`config.mk`:
```
export PLATFORM = sky130hd
export DESIGN_NAME = regfile_display_reader
export DESIGN_NICKNAME = d
export VERILOG_FILES = /design/src/rtl/regfile_display_reader_pkg.sv /design/src/rtl/regfile_display_reader_seg7_decode.sv /design/src/rtl/regfile_display_reader.sv
export SDC_FILE = /design/constraint.sdc
export NUM_CORES = 1
export LEC_CHECK = 0
export CAP_MARGIN = 0
export CORE_ASPECT_RATIO = 0.8
export CORE_MARGIN = 2
export CORE_UTILIZATION = 57
export DETAILED_ROUTE_END_ITERATION = 10
export GPL_TIMING_DRIVEN = 0
export PLACE_DENSITY = 0.8
export REMOVE_ABC_BUFFERS = 1
export SLEW_MARGIN = 20
export SYNTH_ARGS = -nofsm -noshare
export SYNTH_HDL_FRONTEND = slang
export SYNTH_SLANG_ARGS = --single-unit
```
`constraint.sdc`:
```
create_clock -name clk -period 2.7 [get_ports clk]
set_clock_uncertainty 0.15 [all_clocks]
set_input_delay 0.54 -clock clk [delete_from_list [all_inputs] [get_ports clk]]
set_output_delay 0.54 -clock clk [all_outputs]
set_load 0.05 [all_outputs]
```
`src/rtl/regfile_display_reader_pkg.sv`:
```
// Shared definitions for the register-file display reader: FSM state codes,
// seven-segment constants and the double-dabble nibble adjust step.
package regfile_display_reader_pkg;

  localparam int DATA_W_DEF = 16;
  localparam int ADDR_W_DEF = 4;
  localparam int BCD_W      = 20;

  typedef logic [3:0] bcd_digit_t;

  localparam logic [1:0] S_ADDR  = 2'd0;
  localparam logic [1:0] S_WAIT  = 2'd1;
  localparam logic [1:0] S_CONV  = 2'd2;
  localparam logic [1:0] S_LATCH = 2'd3;

  localparam logic [6:0] SEG_BLANK = 7'b1111111;
  localparam logic [6:0] SEG_DASH  = 7'b0111111;
  localparam logic [3:0] ANODE_OFF = 4'b1111;

  localparam logic [6:0] SEG_DIGIT [0:9] = '{
    7'b1000000, 7'b1111001, 7'b0100100, 7'b0110000, 7'b0011001,
    7'b0010010, 7'b0000010, 7'b1111000, 7'b0000000, 7'b0010000
  };

  // Add 3 to every BCD nibble that is 5 or more, ahead of the next left shift.
  function automatic logic [BCD_W-1:0] dd_adjust(input logic [BCD_W-1:0] bcd);
    logic [BCD_W-1:0] r;
    r = bcd;
    for (int i = 0; i < BCD_W / 4; i++) begin
      if (bcd[i*4 +: 4] >= 4'd5) r[i*4 +: 4] = bcd[i*4 +: 4] + 4'd3;
    end
    return r;
  endfunction

endpackage

```
`src/rtl/regfile_display_reader_seg7_decode.sv`:
```
// BCD digit to active-low seven-segment pattern {g,f,e,d,c,b,a}.
// Codes above 9 never occur on a valid display; they map to all segments off.
module seg7_decode
  import regfile_display_reader_pkg::*;
(
  input  logic [3:0] bcd,
  output logic [6:0] seg
);

  // Table lookup with a blank fallback for non-decimal codes.
  always_comb begin
    seg = SEG_BLANK;
    if (bcd <= 4'd9) seg = SEG_DIGIT[bcd];
  end

endmodule

```
`src/rtl/regfile_display_reader.sv`:
```
// Reads one register selected by ext_input, converts it to decimal with a
// sequential double-dabble and drives a 4-digit multiplexed display.
//
// state   | meaning
// S_ADDR  | present ext_input to the read port and capture it
// S_WAIT  | read data arrives; load shifter, clear BCD accumulator
// S_CONV  | 16 adjust-and-shift steps
// S_LATCH | publish value, digits and overflow; pulse update
module regfile_display_reader
  import regfile_display_reader_pkg::*;
#(
  parameter int DATA_W      = DATA_W_DEF,
  parameter int ADDR_W      = ADDR_W_DEF,
  parameter int REFRESH_DIV = 50000
) (
  input  logic              clk,
  input  logic              clr,
  input  logic [ADDR_W-1:0] ext_input,
  output logic [ADDR_W-1:0] rd_addr,
  input  logic [DATA_W-1:0] rd_data,
  output logic [3:0]        an,
  output logic [6:0]        seg,
  output logic [DATA_W-1:0] value_q,
  output logic              update,
  output logic              ovf
);

  localparam int REF_W = (REFRESH_DIV > 1) ? $clog2(REFRESH_DIV) : 1;

  logic [1:0]        state;
  logic [ADDR_W-1:0] addr_q;
  logic [DATA_W-1:0] src_q;
  logic [DATA_W-1:0] bin_q;
  logic [BCD_W-1:0]  bcd_q;
  logic [3:0]        shift_cnt;
  logic [15:0]       dig_q;
  logic              valid_q;
  logic [REF_W-1:0]  refresh_cnt;
  logic [1:0]        dig_idx;
  logic [1:0]        msd;
  bcd_digit_t        cur_digit;
  logic [6:0]        dec_seg;

  // The read port is registered, so the new address is forwarded during
  // S_ADDR; the register file then returns that register's data in S_WAIT.
  assign rd_addr = (state == S_ADDR) ? ext_input : addr_q;

  // Read / convert / latch loop, 19 cycles per pass.
  always_ff @(posedge clk) begin
    if (clr) begin
      state     <= S_ADDR;
      addr_q    <= '0;
      src_q     <= '0;
      bin_q     <= '0;
      bcd_q     <= '0;
      shift_cnt <= '0;
      value_q   <= '0;
      dig_q     <= '0;
      ovf       <= 1'b0;
      update    <= 1'b0;
      valid_q   <= 1'b0;
    end else begin
      update <= 1'b0;
      case (state)
        S_ADDR: begin
          addr_q <= ext_input;
          state  <= S_WAIT;
        end
        S_WAIT: begin
          src_q     <= rd_data;
          bin_q     <= rd_data;
          bcd_q     <= '0;
          shift_cnt <= '0;
          state     <= S_CONV;
        end
        S_CONV: begin
          {bcd_q, bin_q} <= {dd_adjust(bcd_q), bin_q} << 1;
          shift_cnt      <= shift_cnt + 4'd1;
          if (shift_cnt == 4'(DATA_W - 1)) state <= S_LATCH;
        end
        S_LATCH: begin
          value_q <= src_q;
          dig_q   <= bcd_q[15:0];
          ovf     <= |bcd_q[19:16];
          update  <= 1'b1;
          valid_q <= 1'b1;
          state   <= S_ADDR;
        end
        default: state <= S_ADDR;
      endcase
    end
  end

  // Free-running digit scan, independent of the conversion loop.
  always_ff @(posedge clk) begin
    if (clr) begin
      refresh_cnt <= '0;
      dig_idx     <= '0;
    end else if (refresh_cnt == REF_W'(REFRESH_DIV - 1)) begin
      refresh_cnt <= '0;
      dig_idx     <= dig_idx + 2'd1;
    end else begin
      refresh_cnt <= refresh_cnt + 1'b1;
    end
  end

  // Position of the most significant nonzero digit; digit0 is always shown.
  always_comb begin
    msd = 2'd0;
    if (dig_q[7:4]   != 4'd0) msd = 2'd1;
    if (dig_q[11:8]  != 4'd0) msd = 2'd2;
    if (dig_q[15:12] != 4'd0) msd = 2'd3;
  end

  assign cur_digit = dig_q[{dig_idx, 2'b00} +: 4];

  seg7_decode u_seg7_decode (
    .bcd (cur_digit),
    .seg (dec_seg)
  );

  // Registered anode/segment drive with blanking and overflow dashes.
  always_ff @(posedge clk) begin
    if (clr || !valid_q) begin
      an  <= ANODE_OFF;
      seg <= SEG_BLANK;
    end else if (ovf) begin
      an  <= ~(4'b0001 << dig_idx);
      seg <= SEG_DASH;
    end else if (dig_idx > msd) begin
      an  <= ANODE_OFF;
      seg <= SEG_BLANK;
    end else begin
      an  <= ~(4'b0001 << dig_idx);
      seg <= dec_seg;
    end
  end

endmodule

```
Word-level counts from Yosys, hierarchy flattened
Memory sizes are Yosys's and may differ from the RTL's.
Cells that the tools add are included.
{"block": "totals", "word_cells": 76, "out_inout_bits": 33, "memories": 1, "mem_bits_ro": 112, "input_bits": 22, "reg_bits": 126}
{"name": "(name not given)", "depth": 16, "width": 7, "rd": 1, "rd_ports_with_merged_regs": 0, "write_ports": 0, "line": "regfile_display_reader_seg7_decode.sv:13", "source": "if (bcd <= 4'd9) seg = SEG_DIGIT[bcd];"}
{"block": "op_classes", "shifts": 2, "eq_ne": 6, "add_sub_neg": 8, "n_bitwise": 3, "order_cmp": 8, "n_reduce_logical": 10, "mux": 22}
{"operator": "20-bit one-hot mux with 2 select lines", "count": 1}
{"operator": "7-bit 2-to-1 mux", "count": 5}
{"operator": "16-bit one-hot mux with 2 select lines", "count": 1}
{"operator": "4-bit 2-to-1 mux", "count": 7}
{"operator": "4-bit by 3-bit >= comparator with 1-bit output (second input constant)", "count": 5}
{"operator": "16-bit by 1-bit adder with 16-bit output (second input constant)", "count": 1}
{"operator": "4-bit by 2-bit adder with 4-bit output (second input constant)", "count": 4}
{"operator": "16-bit equality test (second input constant)", "count": 1}
{"operator": "16-bit by 5-bit indexed part select with 4-bit output", "count": 1}
{"operator": "4-bit nonzero test", "count": 3}
{"operator": "2-bit one-hot mux with 4 select lines", "count": 1}
{"operator": "4-bit one-hot mux with 2 select lines", "count": 1}
{"operator": "4-bit OR reduction", "count": 2}
{"operator": "2-bit 2-to-1 mux", "count": 3}
{"operator": "5-bit >= comparator (second input constant)", "count": 1}
{"operator": "4-bit inverter with 5-bit output", "count": 1}
{"operator": "4-bit by 1-bit adder with 4-bit output (second input constant)", "count": 1}
{"operator": "2-bit equality test (second input constant)", "count": 2}
{"operator": "4-bit equality test (second input constant)", "count": 1}
{"operator": "4-bit less-or-equal comparator (second input constant)", "count": 1}
{"operator": "4-bit inverter", "count": 1}
{"operator": "1-bit by 2-bit << shifter with 4-bit output (first input constant)", "count": 1}
{"operator": "3-bit by 2-bit adder with 3-bit output (second input constant)", "count": 1}
{"operator": "3-bit 2-to-1 mux", "count": 1}
{"operator": "11 further kinds", "count": 12}

Depth between registers and ports, before layout
{"block": "logic_depth", "depth_word": 8, "mapped_depth": 9, "mapped_depth_nobuf": 8}

By module
From an unflattened synthesis, not the netlist that was laid out.
{"block": "hier_totals", "hier_cells": 573, "area_unflattened_um2": 5579.1}
{"mod": "regfile_display_reader", "area_each_um2": 5372.7, "cells_each": 543, "n_inst": 1, "seq_area_each_um2": 2522.4}
{"mod": "seg7_decode", "area_each_um2": 206.4, "cells_each": 30, "n_inst": 1, "seq_area_each_um2": 0.0}

Worst setup path after synthesis
No wires, ideal clock.
{"block": "synth_timing", "path_type": "flip-flop to flip-flop", "start": "register dig_idx[0]", "end": "register seg[4]", "setup_slack_ns": 0.422, "n_path_buf": 1, "t_required_ns": 2.423, "path_stages_with_launch": 10, "arrival_time_ns": 2.002, "period_less_slack_ns": 2.278, "setup_ns": 0.127, "path_cell_list": "dfxtp_1 > buf_6 > mux4_1 > inv_1 > ha_1 > o21ai_0 > o221ai_2 > nand3_4 > nor2_4 > o211ai_2"}
{"block": "synth_between", "elab_chain_len": 5, "word_cells_on_any_way": 9, "cone_classes": "order compare (2); shift (1); mux (2); bitwise (2); reduce/logical (1); memory (1)"}
{"item": "start, declared", "line": "regfile_display_reader.sv:39", "source": "logic [1:0] dig_idx;"}
{"item": "start signal, assigned", "line": "regfile_display_reader.sv:101", "source": "dig_idx <= dig_idx + 2'd1;"}
{"item": "16-bit by 5-bit indexed part select with 4-bit output", "line": "regfile_display_reader.sv:115", "source": "assign cur_digit = dig_q[{dig_idx, 2'b00} +: 4];"}
{"item": "4-bit inverter with 5-bit output (not written as such)", "line": "regfile_display_reader_seg7_decode.sv:13"}
{"item": "memory 16 x 7 bit"}
{"item": "7-bit 2-to-1 mux (not written as such) (2 in series)", "line": "regfile_display_reader_seg7_decode.sv:13"}
{"item": "end signal, assigned", "line": "regfile_display_reader.sv:135", "source": "seg <= dec_seg;"}
{"item": "end, declared", "line": "regfile_display_reader.sv:22", "source": "output logic [6:0] seg,"}
Parallel ways exist; a longest one is shown, timed or not. The select of a mux whose other input is x is not followed.
A chain may end at the register's enable or synchronous reset.

Final worst setup path
{"block": "layout_timing", "start": "register state[0]", "end": "output rd_addr[0]"}
{"block": "layout_between", "elab_chain_len": 2}
{"item": "start, declared", "line": "regfile_display_reader.sv:30", "source": "logic [1:0] state;"}
{"item": "start signal, assigned", "line": "regfile_display_reader.sv:51", "source": "state <= S_ADDR;"}
{"item": "start signal, assigned", "line": "regfile_display_reader.sv:67", "source": "state <= S_WAIT;"}
{"item": "start signal, assigned", "line": "regfile_display_reader.sv:74", "source": "state <= S_CONV;"}
{"item": "2-bit zero test", "line": "regfile_display_reader.sv:46", "source": "assign rd_addr = (state == S_ADDR) ? ext_input : addr_q;"}
{"item": "4-bit 2-to-1 mux"}
{"item": "end, declared", "line": "regfile_display_reader.sv:19", "source": "output logic [ADDR_W-1:0] rd_addr,"}
Every way passes these cells.

==> flow_summary.ini <==
[setup_path]
required_ns = 2.01
cp.arrival_ns = 1.90
cp-start-kind = flop
cp.buffers_inverters = 2
endpoint_kind = output pin
slowest_stage = dlygate4sd2_1
r2r_slack_ns = 0.27
path_cells = inv_1 > ha_4 > mux2_2 > dlygate4sd2_1
cpLargestDelayFamily = buffers and inverters
worstSetupPathType = flop to output pin
cpPeakStageDelay_ns = 0.53
cp_max_fo = 5

[layout]
diodes = 0
fin_util_pct = 70.12
area_delta_synth_final_pct = 20.87
fin_nets = 662
post_route_cells_drive_above_1_share_pct = 8.786

[timing]
hold_violations = 0
hold_ws_ns = 0.2988
layout_setup_ws_ns = 0.1127
final_max_slew_viol_count = 0
relSlewSlack_pct = 29.80
rsz0062_at_grt = false
fmax_ghz = 0.3865
setup_tns_ns = 0
final-setup-viol-count = 0
worstMarginPinSlew_ns = 1.053
post-route-period-util_pct = 95.83
fin_crit_ns = 2.587

[drt]
ant_nets = 0
first_iter_violations = 229
drc = 0
dr.pass1.iters = 5
vias_per_cell = 5.522
wl_um = 11000
num_vias = 4114
routedWlPerCell_um = 14.77

[clocking]
cts_made_buffers = 17
h-tree-depth = 4
cts_tree = built
cts-root-buf = clkbuf_16
cts_buffer_depth = 2
post_cts_buffers = 0
clock-sinks = 126
clock_latency_ns = 0.41
clk_pin_slew_ns = 0.06
holdBufCountCts = 0

[floorplan]
initial_core_util_pct = 58.01
die_h_um = 92.08
die-area_um2 = 10510
io_pins = 55
core_area_um2 = 9529
num_rows = 32
die_w_um = 114.1

[logic_synthesis]
synth_top_area_share_pct = 45.63
synth_warnings = 0
synth-seq-cells = 126
syn_area_per_cell_um2 = 9.698
synth_common_cells = dfxtp_1 (126), nor2_1 (114), mux2i_1 (66)
async_flop_share_pct = 0
yosys-top-cells-area = dfxtp_1 (46%), mux2i_1 (12%), nor2_1 (7.7%)
synth_area_leader_cell = dfxtp_1
synth_edf_count = 0
synth_ff_type = dfxtp_1
seq_area_frac_synth_pct = 45.63
synth_cells = 570
ys_types = 52
synth_most_common_cell = dfxtp_1
syn-cell-area_um2 = 5528

[global_routing]
grt_pass1_vias = 4023
gr-total-overflow = 0
antenna_found_initial = 0
grt_first_pass_wirelength_um = 18690
grt_usage_pct = 22.23
grt_max_degree = 56

[pwr]
ir_drop_uv = 741.7
power_leakage_nw = 2.453
p_per_area_nw_per_um2 = 871.1
p_total_mw = 5.820

[place]
hpwl_um = 7162
finalWeightedCongestion = 0.8136
portBuffers = 54
post-place-ws_ns = -0.2484

[worst_hold_path]
hp-class = flop to flop

[run]
drv_cap = 0

[outcome]
status = completed
cell usage in the layout, fill, tap and decap left out, drive strengths merged, types with 5 or more instances in the layout:
master         netlist  layout
xnor2               13      13
nor2b                6       6
nor3                11      11
clkinv               0       7
a2bb2oi              5       5
o31ai                5       5
mux2                10      10
clkdlybuf4s50        0      49
a22oi                6       6
ha                  27      27
nand3               13      13
a32oi                5       5
xor2                11      11
nor2               116     116
clkbuf              19      19
nand2               21      21
dfxtp              126     126
a21oi               17      17
a211oi              16      16
mux2i               67      67
nand2b               6       6
inv                 21      23
o21ai               11      11
power by group:
group          total [mW]  switching, mW  internal [mW]
clock                2.09          0.829           1.27
combinational        1.55          0.958          0.589
sequential           2.18          0.114           2.06
kinds of logic after synthesis:
group           count (synthesis)  synth area share, %
fa+ha+maj                      27                6.111
buf+inv                        53                3.938
flops                         126                45.63
compound gates                 71                9.257
simple gates                  189                15.37
xor+xnor                       24                3.803
mux                            80                15.89
state kept, by name, indices dropped and copies added (netlist names):
name	flops
value_q	16
dig_q	16
dig_idx	2
addr_q	4
ovf	1
src_q	16
bcd_q	20
an	4
bin_q	16
seg	7
valid_q	1
refresh_cnt	16
state	2
update	1
shift_cnt	4
per-layer routing:
layer,vias up,track usage (%),part of all wire [%]
met2,92,36.11,48
li1,2042,-,-
met5,-,0,0
met4,0,8.435,1.9
met3,20,7.138,4.9
met1,1960,27.56,46
final cells by class:
type	instances	area, um^2
clock buffer	19	432.9
tap	119	148.9
timing repair buffer	56	573.1
multi-input combinational	391	2808
sequential	126	2524
fill	714	2848
clock inverter	13	116.4
inverter	21	78.83
through the flow:
| stage | instance area, um^2 | instances |
|---|---|---|
| floorplan | 5389 | 538 |
| global placement | 6078 | 711 |
| detailed placement | 6121 | 713 |
| CTS | 6680 | 745 |
| global route | 6681 | 745 |
| finish | 6681 | 745 |
final timing paths:
check                       from              to  cells after the start
setup / recovery        state[0]      rd_addr[0]                      4
hold reg to reg   refresh_cnt[0]  refresh_cnt[0]                      1
setup reg to reg      dig_idx[0]          seg[2]                      8
hold / removal    refresh_cnt[0]  refresh_cnt[0]                      1
what timing repair did:
item | in CTS | in global routing
gates resized for setup | 7 | 1
endpoints found under the setup margin | 15 | 5
hold endpoints to repair | 0 | 0
Power figures use the tool's default switching activity.
